File: src/rtl/sat_counter.sv
// Saturating event counter with a sticky "reached all-ones" flag and synchronous clear.
// Clear takes priority over increment so a clear issued alongside an event still yields zero.
module sat_counter #(
    parameter int CNT_W = 8
) (
    input  logic             clk,
    input  logic             rst,
    input  logic             inc,
    input  logic             clr,
    output logic [CNT_W-1:0] count,
    output logic             sat
);

    localparam logic [CNT_W-1:0] CNT_MAX = '1;

    logic [CNT_W-1:0] count_q, count_d;
    logic             sat_q, sat_d;

    always_ff @(posedge clk or posedge rst) begin
        if (rst) begin
            count_q <= '0;
            sat_q   <= 1'b0;
        end else begin
            count_q <= count_d;
            sat_q   <= sat_d;
        end
    end

    always_comb begin
        count_d = count_q;
        sat_d   = sat_q;
        if (clr) begin
            count_d = '0;
            sat_d   = 1'b0;
        end else begin
            if (inc && (count_q != CNT_MAX)) begin
                count_d = count_q + CNT_W'(1);
            end
            sat_d = sat_q | (count_d == CNT_MAX);
        end
    end

    assign count = count_q;
    assign sat   = sat_q;

endmodule

File: src/rtl/seq_det_param.sv
// Parametrised serial pattern detector with runtime-loadable pattern, selectable
// overlap and Mealy/Moore output timing, feeding a saturating match counter.
module seq_det_param #(
    parameter int               PAT_W   = 4,
    parameter logic [PAT_W-1:0] PAT_RST = PAT_W'(4'b1010),
    parameter bit               OVERLAP = 1'b1,
    parameter bit               MEALY   = 1'b1,
    parameter int               CNT_W   = 8
) (
    input  logic             clk,
    input  logic             rst,
    input  logic             en,
    input  logic             d_in,
    input  logic             load,
    input  logic [PAT_W-1:0] pattern_in,
    input  logic             cnt_clr,
    output logic             seq_det,
    output logic [CNT_W-1:0] match_cnt,
    output logic             cnt_sat
);

    localparam int               FILL_W    = $clog2(PAT_W);
    localparam logic [FILL_W-1:0] FILL_LAST = FILL_W'(PAT_W - 1);

    typedef enum logic {
        FILLING = 1'b0,
        ARMED   = 1'b1
    } phase_e;

    logic [PAT_W-1:0]  pattern_q, pattern_d;
    logic [PAT_W-2:0]  hist_q, hist_d;
    logic [FILL_W-1:0] fill_q, fill_d;
    logic              det_q, det_d;

    phase_e            phase;
    logic [PAT_W-1:0]  shifted;
    logic              match;

    // Only PAT_W-1 history bits are kept; the live d_in supplies the last bit of a match.
    always_ff @(posedge clk or posedge rst) begin
        if (rst) begin
            pattern_q <= PAT_RST;
            hist_q    <= '0;
            fill_q    <= '0;
            det_q     <= 1'b0;
        end else begin
            pattern_q <= pattern_d;
            hist_q    <= hist_d;
            fill_q    <= fill_d;
            det_q     <= det_d;
        end
    end

    always_comb begin
        pattern_d = pattern_q;
        hist_d    = hist_q;
        fill_d    = fill_q;
        det_d     = match;
        if (load) begin
            pattern_d = pattern_in;
            hist_d    = '0;
            fill_d    = '0;
        end else if (en) begin
            if (match && !OVERLAP) begin
                hist_d = '0;
                fill_d = '0;
            end else begin
                hist_d = shifted[PAT_W-2:0];
                fill_d = (fill_q == FILL_LAST) ? fill_q : fill_q + FILL_W'(1);
            end
        end
    end

    // Mealy output is gated by rst so it drops the instant reset is applied.
    always_comb begin
        phase   = (fill_q == FILL_LAST) ? ARMED : FILLING;
        shifted = {hist_q, d_in};
        match   = (phase == ARMED) && en && !load && (shifted == pattern_q);
        seq_det = MEALY ? (match && !rst) : det_q;
    end

    sat_counter #(
        .CNT_W (CNT_W)
    ) u_cnt (
        .clk   (clk),
        .rst   (rst),
        .inc   (match),
        .clr   (cnt_clr),
        .count (match_cnt),
        .sat   (cnt_sat)
    );

endmodule
File: config.mk
export PLATFORM = sky130hd
export DESIGN_NAME = seq_det_param
export DESIGN_NICKNAME = d
export VERILOG_FILES = /design/src/rtl/sat_counter.sv /design/src/rtl/seq_det_param.sv
export SDC_FILE = /design/constraint.sdc
export NUM_CORES = 1
export LEC_CHECK = 0
export ABC_AREA = 0
export CORE_MARGIN = 1
export CORE_UTILIZATION = 55
export DETAILED_ROUTE_END_ITERATION = 6
export PLACE_DENSITY = 0.83
export SLEW_MARGIN = 20
export SYNTH_ARGS = -nofsm -noshare
export SYNTH_HDL_FRONTEND = slang
export SYNTH_SLANG_ARGS = --single-unit
File: constraint.sdc
create_clock -name clk -period 4.4 [get_ports clk]
set_input_delay 0.66 -clock clk [delete_from_list [all_inputs] [get_ports clk]]
set_output_delay 0.66 -clock clk [all_outputs]
set_load 0.1 [all_outputs]
# After elaboration in Yosys (flattened, before gate mapping)
# Index checks and enable logic that the tools add are counted.
dict set report totals {
  register_bits 18
  latchBits 0
  mem_bits_rw 0
  mem_bits_ro 0
  inputBits 10
  out_inout_bits 10
  word_cells 32
  n_memories 0
}
dict set report classes {
  n_addsub 2
  multipliers 0
  div 0
  order_cmp 0
  n_eq_ne 5
  n_shift 0
  mux 10
  n_bitwise 1
  n_reduce_logical 9
}
# operator count
set ops {}
lappend ops {{$mux 8} 3}
lappend ops {{$add 8x1->8 const B} 1}
lappend ops {{$eq 8x8->1 const B} 1}
lappend ops {{$ne 8x8->1 const B} 1}
lappend ops {{$mux 2} 3}
lappend ops {{$mux 3} 2}
lappend ops {{$logic_and 1x1->1} 5}
lappend ops {{$eq 4x4->1} 1}
lappend ops {{$add 2x1->2 const B} 1}
lappend ops {{$eq 2x2->1 const B} 1}
lappend ops {{$logic_not 1->1} 2}
lappend ops {{$mux 1} 2}
lappend ops {{$ne 2x2->1 const B} 1}
lappend ops {{$reduce_and 2->1} 1}
lappend ops {{$reduce_bool 2->1} 1}
lappend ops {{$or 1x1->1} 1}

# Depth between registers and ports, before layout
# Gate-level depths: netlist (run 1).
dict set report logic_depth {
  word_depth 11
  ltp_mapped 7
  mapped_depth_nobuf 7
}

# Hierarchy
# From an unflattened synthesis (run 1), not the netlist that was laid out.
dict set report unflattened {
  hier_cells 101
  area_unflattened_um2 1011.0
}
# module n_inst cells_per_inst area_each_um2 seq_area_each_um2
set modules_own_cells {}
lappend modules_own_cells {sat_counter 1 65 565.5 225.2}
lappend modules_own_cells {seq_det_param 1 36 445.4 227.7}

# Worst setup path before layout (run 1)
# No wires, ideal clock.
dict set report synth_path {
  path_type {input to output}
  startpoint {input port load}
  endpoint {output port seq_det}
  arrival_ps 2420
  t_required_ps 3740
  path_slack_ps 1320
  stages 5
  n_path_buf 1
  cell_sequence {buf_6 -> nand3b_4 -> nor2_1 -> nand2_1 -> nor2_1}
}
dict set report synth_between {
  elab_chain_cells 4
}
# element line_no
set synth_rtl {}
lappend synth_rtl {{start: declaration} seq_det_param.sv:14} ;# input logic load,
lappend synth_rtl {{$logic_not 1->1} seq_det_param.sv:78} ;# match = (phase == ARMED) && en && !load && (shifted == pattern_q);
lappend synth_rtl {{$logic_and 1x1->1 (2 in series)} seq_det_param.sv:78}
lappend synth_rtl {{$logic_and 1x1->1} seq_det_param.sv:79} ;# seq_det = MEALY ? (match && !rst) : det_q;
lappend synth_rtl {{end: declaration} seq_det_param.sv:17} ;# output logic seq_det,
# No other way between the ends.

# Worst setup path after layout (run 1)
# Same ends and word-level chain as after synthesis.

==> impl_metrics.py, run 1 <==
metrics = {
    "run_status": {
        "outcome": "completed",
    },
    "cells_and_area": {
        "syn_to_final_growth_pct": 18.8,
        "nNetsFinal": 139,
        "layout.cells.non_filler": 151,
        "final_cell_mix": "clkdlybuf4s50_1 (18), dfrtp_1 (16), nor2_1 (15), nand2_1 (8), xnor2_1 (7)",
        "mostFrequentLayoutCell": "clkdlybuf4s50_1",
        "fillerInstances": 146,
        "drive_gt1_share_pct": 16.7,
        "fin_area_um2": 1320,
        "antenna_cells": 0,
    },
    "timing": {
        "layout_setup_ws_ns": 1.54,
        "grt_setup_unrepaired": "no",
        "relSlewSlack_pct": 35.3,
        "min_period_ns": 2.86,
        "setup_viol_count_final": 0,
        "fmax_mhz": 350,
        "fin_tns_setup_ns": 0,
        "tightest_slew_ns": 0.967,
        "skew_ns": 0.00689,
        "report.final.hold_viol_count": 0,
        "report.final.slew_viol_count": 0,
        "timing.final.crit_share_pct": 64.9,
    },
    "grt": {
        "grt_pass1_vias": 748,
        "gr-total-overflow": 0,
        "grt_pass1_wl_um": 3350,
        "antenna_found_initial": 0,
        "track_usage_pct": 22.6,
        "grt_max_degree": 19,
    },
    "clock_network": {
        "htreeDepth": 1,
        "clockBufferDepth": 2,
        "post_cts_resized": 0,
        "cts_sinks": 18,
        "cts_setup_buffers": 0,
        "clock_latency_ns": 0.30,
        "cts_root_buffer": "clkbuf_4",
        "cts-hold-fix-buffers": 0,
        "clk_pin_slew_ns": 0.10,
        "cts_buffers": 3,
        "tritoncts": "yes",
    },
    "floorplan": {
        "num_rows": 15,
        "fp.dieH_um": 46.9,
        "die_w_um": 46.9,
        "initial_core_util_pct": 61.6,
        "die_area_um2": 2200,
        "placeableCoreArea_um2": 1800,
        "ios": 20,
    },
    "worst_setup_path": {
        "reg2regPathDepth": 7,
        "cp.required_ns": 3.74,
        "r2r-start": "u_cnt.count[0]",
        "start_kind": "input port",
        "r2r_end": "u_cnt.sat",
        "crit_path_end_kind": "output port",
        "startpoint": "load",
        "cp_max_fo": 10,
        "crit_end": "seq_det",
        "rrSetupSlack_ns": 2.10,
        "crit_arrival_ns": 2.20,
        "worstSetupPathType": "in2out",
    },
    "power_and_ir_drop": {
        "p_leak_nw": 0.552,
        "ir_drop_uv": 188,
        "totalPowerFinal_w": 0.000323,
        "p_per_area_nw_per_um2": 245,
    },
    "place": {
        "dpl.hpwl_um": 1460,
        "place_ws_ns": 1.57,
        "placed_area_um2": 1280,
        "place.gp.congestion": 0.873,
        "portBuffers": 19,
        "place_inst": 147,
    },
    "synthesis": {
        "ys_ff_latch": 18,
        "synth_cell_type_count": 39,
        "yosysSeqAreaShare_pct": 40.8,
        "synth_area_leaders": "dfrtp_1 (36%), xnor2_1 (5.5%), mux2i_1 (5.4%)",
        "synth_top_area_cell": "dfrtp_1",
        "syn_avg_cell_area_um2": 10.3,
        "synth.cell_area_um2": 1110,
        "ys_warn_count": 0,
        "synth_nets": 120,
        "synth_top_area_share_pct": 36.1,
        "synth_cells": 108,
    },
    "routing": {
        "routedWlPerCell_um": 13.1,
        "ant_nets": 0,
        "first_pass_iters": 4,
        "drc_errors": 0,
        "drt-total-wl_um": 1980,
        "via_per_inst": 5.40,
        "vias": 815,
        "drtIter0Drc": 29,
    },
    "min_path": {
        "hp-class": "reg2reg",
        "min_from": "pattern_q[0]",
    },
    "job": {
        "cap_violations": 0,
    },
}
critical path, stage by stage:
cell and delay [ns]:
clkdlybuf4s50_1 0.59, nand3b_4 0.27, nor2_1 0.15, nand2_1 0.11, nor2_1 0.11, buf_4 0.30
synth_stat cells:
cell and instances:
a211o_1 1, a211o_4 1, a211oi_1 1, a21oi_1 2, a31oi_1 1, a41oi_1 1, and2_1 1, and3_1 2
and3_2 1, and4_4 1, buf_4 1, buf_6 3, clkbuf_2 1, dfrtp_1 16, dfstp_2 2, ha_1 2
inv_1 4, mux2_2 5, mux2i_1 6, nand2_1 8, nand2_2 1, nand2b_1 1, nand3_1 3, nand3_2 1
nand3b_1 1, nand3b_4 1, nand4_1 3, nor2_1 15, nor2_8 1, nor2b_1 1, nor3_1 2, nor3_2 1
o211ai_1 1, o21ai_0 3, o22ai_1 1, o31a_1 1, o32ai_2 1, xnor2_1 7, xor2_1 3
how the worst min path moves through the flow:
stage / to / slack (ns) / cells after the start
detailed placement: pattern_q[0] / 0.52 / 1
global placement: fill_q[1] / 0.51 / 2
global route: pattern_q[0] / 0.57 / 1
finish: pattern_q[0] / 0.55 / 1
floorplan: fill_q[1] / 0.49 / 2
CTS: pattern_q[0] / 0.55 / 1
layer usage:
layer | vias up | global-route usage, % | wire [um]
met1 | 371 | 32.7 | 1010
li1 | 416 | - | -
met4 | 0 | 13.1 | 31
met2 | 24 | 31.1 | 855
met3 | 4 | 4.62 | 81
met5 | - | 0 | 0
power breakdown:
group          switching [W]  leakage, nW  internal [W]
combinational      0.0000194        0.294     0.0000196
sequential        0.00000490        0.238      0.000173
clock              0.0000552       0.0210     0.0000505
registers in the layout (all words and copies together), names as in the netlist:
signal	cells
hist_q	3
u_cnt.count	8
fill_q	2
pattern_q	4
u_cnt.sat	1
cell families (layout without fill, tap and decap cells):
| kind of cell | after synthesis | after routing | share of synthesized area, % |
|---|---|---|---|
| compound gates | 14 | 14 | 10.1 |
| xor+xnor | 10 | 10 | 7.89 |
| fa+ha+maj | 2 | 2 | 2.25 |
| buf+inv | 9 | 27 | 5.52 |
| flops | 18 | 18 | 40.8 |
| mux | 11 | 11 | 10.5 |
| simple gates | 44 | 44 | 22.9 |
through the flow:
step                hold WS, ns  utilization [%]
finish                    0.546             73.2
global route              0.570             73.2
CTS                       0.549             73.2
detailed placement        0.524             71.2
global placement          0.512             71.2
floorplan                 0.490                -
layout make-up:
cell class / instances / area, um^2 / area share, %
clock buffer: 4 / 36.3 / 2.75
multi-input combinational: 81 / 596 / 45.2
inverter: 4 / 15.0 / 1.14
sequential: 18 / 453 / 34.3
tap: 25 / 31.3 / 2.37
timing repair buffer: 19 / 188 / 14.2
Power figures use the tool's default switching activity.
==> run 2: changes to the inputs <==
--- a/config.mk
+++ b/config.mk
@@ -7,9 +7,9 @@
 export LEC_CHECK = 0
 export ABC_AREA = 0
 export CORE_MARGIN = 1
-export CORE_UTILIZATION = 55
+export CORE_UTILIZATION = 46
 export DETAILED_ROUTE_END_ITERATION = 6
-export PLACE_DENSITY = 0.83
+export PLACE_DENSITY = 0.74
 export SLEW_MARGIN = 20
 export SYNTH_ARGS = -nofsm -noshare
 export SYNTH_HDL_FRONTEND = slang
==> constraint.sdc (replaced) <==
create_clock -name clk -period 2.5 [get_ports clk]
set_input_delay 0.375 -clock clk [delete_from_list [all_inputs] [get_ports clk]]
set_output_delay 0.375 -clock clk [all_outputs]
set_load 0.1 [all_outputs]
==> run 2 against run 1 <==
Setup slack lost 1.3 ns. Critical path depth grew 1. Count of clock-buffer cells in the layout unchanged. Total power is 68% higher. First-iteration DRC count decreased by 31%. Flip-flop and latch count did not move. Global-route usage fell by 2.3 points. Sequential share of layout area is 0.10 points lower. Critical endpoint is now u_cnt.sat.
==> impl_metrics.py, run 2 (same netlist as run 1, synthesis figures left out) <==
metrics = {
    "floorplan": {
        "die_area_um2": 2610,
        "initial_core_util_pct": 49.7,
        "num_rows": 17,
        "fp.dieH_um": 51.1,
        "die_w_um": 51.1,
        "placeableCoreArea_um2": 2230,
        "ios": 20,
    },
    "worst_setup_path": {
        "cpMaxStageDelayCell": "dfrtp_2",
        "critPathBufInv": 0,
        "rrSetupSlack_ns": 0.23,
        "start_kind": "register",
        "cp.required_ns": 2.72,
        "worstSetupPathType": "reg2reg",
        "cp_max_fo": 7,
        "crit_path_end_kind": "register",
        "crit_arrival_ns": 2.49,
        "crit_chain": "ha_1, and4_4, a211o_4, nor2_8, mux2_2, o31a_1, o32ai_2",
        "cpPeakStageDelay_ns": 0.46,
        "critPathTopFamily": "compound AO/OA/AOI/OAI gates",
    },
    "min_path": {
        "hp-class": "in2async",
    },
    "run_status": {
        "outcome": "completed",
    },
    "cells_and_area": {
        "regArea_um2": 455,
        "final_cell_mix": "nor2_1 (14), dfrtp_1 (14), buf_4 (12), clkdlybuf4s50_1 (9), nand2_1 (8)",
        "fin_area_um2": 1330,
        "nNetsFinal": 142,
        "multi_input_area_um2": 598,
        "fillerInstances": 210,
        "antenna_cells": 0,
        "syn_to_final_growth_pct": 19.8,
        "largest_reg_flops": 8,
        "drive_gt1_share_pct": 27.1,
    },
    "grt": {
        "busiest_layer": "met2",
        "use_met2_pct": 32.7,
        "met3_usage_pct": 3.87,
        "grt_pass1_vias": 893,
        "grt_max_degree": 19,
        "track_usage_pct": 20.3,
        "grt_pass1_wl_um": 3880,
        "antenna_found_initial": 0,
        "gr-total-overflow": 0,
        "grtUsageMet1_pct": 26.0,
    },
    "clock_network": {
        "cts_buffers": 3,
        "clk_pin_slew_ns": 0.11,
        "htreeDepth": 1,
        "post_cts_resized": 0,
        "cts_sinks": 18,
        "clockBufferDepth": 2,
        "tritoncts": "yes",
        "cts_root_buffer": "clkbuf_4",
        "cts_setup_buffers": 0,
        "cts-hold-fix-buffers": 0,
        "clock_latency_ns": 0.30,
    },
    "power_and_ir_drop": {
        "p_leak_nw": 0.579,
        "totalPowerFinal_w": 0.000542,
        "p_per_area_nw_per_um2": 408,
        "ir_drop_uv": 289,
    },
    "routing": {
        "via_per_inst": 5.53,
        "drt-total-wl_um": 2190,
        "drc_errors": 0,
        "first_pass_iters": 6,
        "vias": 868,
        "routedWlPerCell_um": 14.0,
        "ant_nets": 0,
        "drtIter0Drc": 20,
    },
    "timing": {
        "min_period_ns": 2.27,
        "skew_ns": 0.00557,
        "grt_setup_unrepaired": "no",
        "report.final.slew_viol_count": 0,
        "layout_setup_ws_ns": 0.232,
        "tightest_slew_ns": 0.694,
        "fin_tns_setup_ns": 0,
        "fmax_mhz": 441,
        "timing.final.crit_share_pct": 90.7,
        "hold_ws_ns": 0.526,
        "setup_viol_count_final": 0,
        "relSlewSlack_pct": 53.7,
        "report.final.hold_viol_count": 0,
    },
    "place": {
        "portBuffers": 19,
        "placed_area_um2": 1300,
        "place_ws_ns": 0.181,
        "place.gp.congestion": 0.835,
        "dpl.hpwl_um": 1640,
    },
    "job": {
        "cap_violations": 0,
    },
}
==> run 2: changes by cell type in the layout (fill, tap and decap cells not counted), sizes merged <==
cell	previous run	this run
buf	1	13
clkdlybuf4s50	18	9
==> run 2: worst register-to-register path: stages, from the launching register on <==
cell and delay [ns]:
dfrtp_2 0.46, ha_1 0.29, and4_4 0.24, a211o_4 0.36
nor2_8 0.14, mux2_2 0.34, o31a_1 0.11, o32ai_2 0.25
==> run 2: per-stage QoR <==
stage	utilization [%]	std cells
after floorplan	-	108
final	59.6	157
after global placement	58.4	153
after detailed placement	58.4	153
after CTS	59.6	157
after global routing	59.6	157
==> run 2: worst paths after layout <==
path	start	end	cells after the start
min in group clk	pattern_q[2]	pattern_q[2]	1
max reg2reg	u_cnt.count[0]	u_cnt.sat	7
max in group asynchronous	rst	u_cnt.count[1]	2
min reg2reg	pattern_q[2]	pattern_q[2]	1
min	rst	u_cnt.count[4]	2
max	u_cnt.count[0]	u_cnt.sat	7
==> run 2: power by group <==
group	switching, W	internal [W]	total, W	leakage [nW]
Clock	0.0000955	0.0000623	0.000158	0.0150
Combinational	0.0000345	0.0000366	0.0000712	0.330
Sequential	0.00000825	0.000305	0.000313	0.234
==> run 2: routing by layer <==
metal / vias to the layer above / wire length [um] / part of all wire (%)
met3: 4 / 98 / 4.5
met2: 21 / 1080 / 49
met5: - / 0 / 0
li1: 420 / - / -
met1: 423 / 987 / 45
met4: 0 / 29 / 1.3
==> run 2: final cells by class <==
class                           instances  share of cell area [%]
Sequential cell                        18                    34.2
Multi-Input combinational cell         81                    45.0
Tap cell                               28                    2.63
Timing Repair Buffer                   22                    15.1
Clock buffer                            4                    1.98
Inverter                                4                    1.13
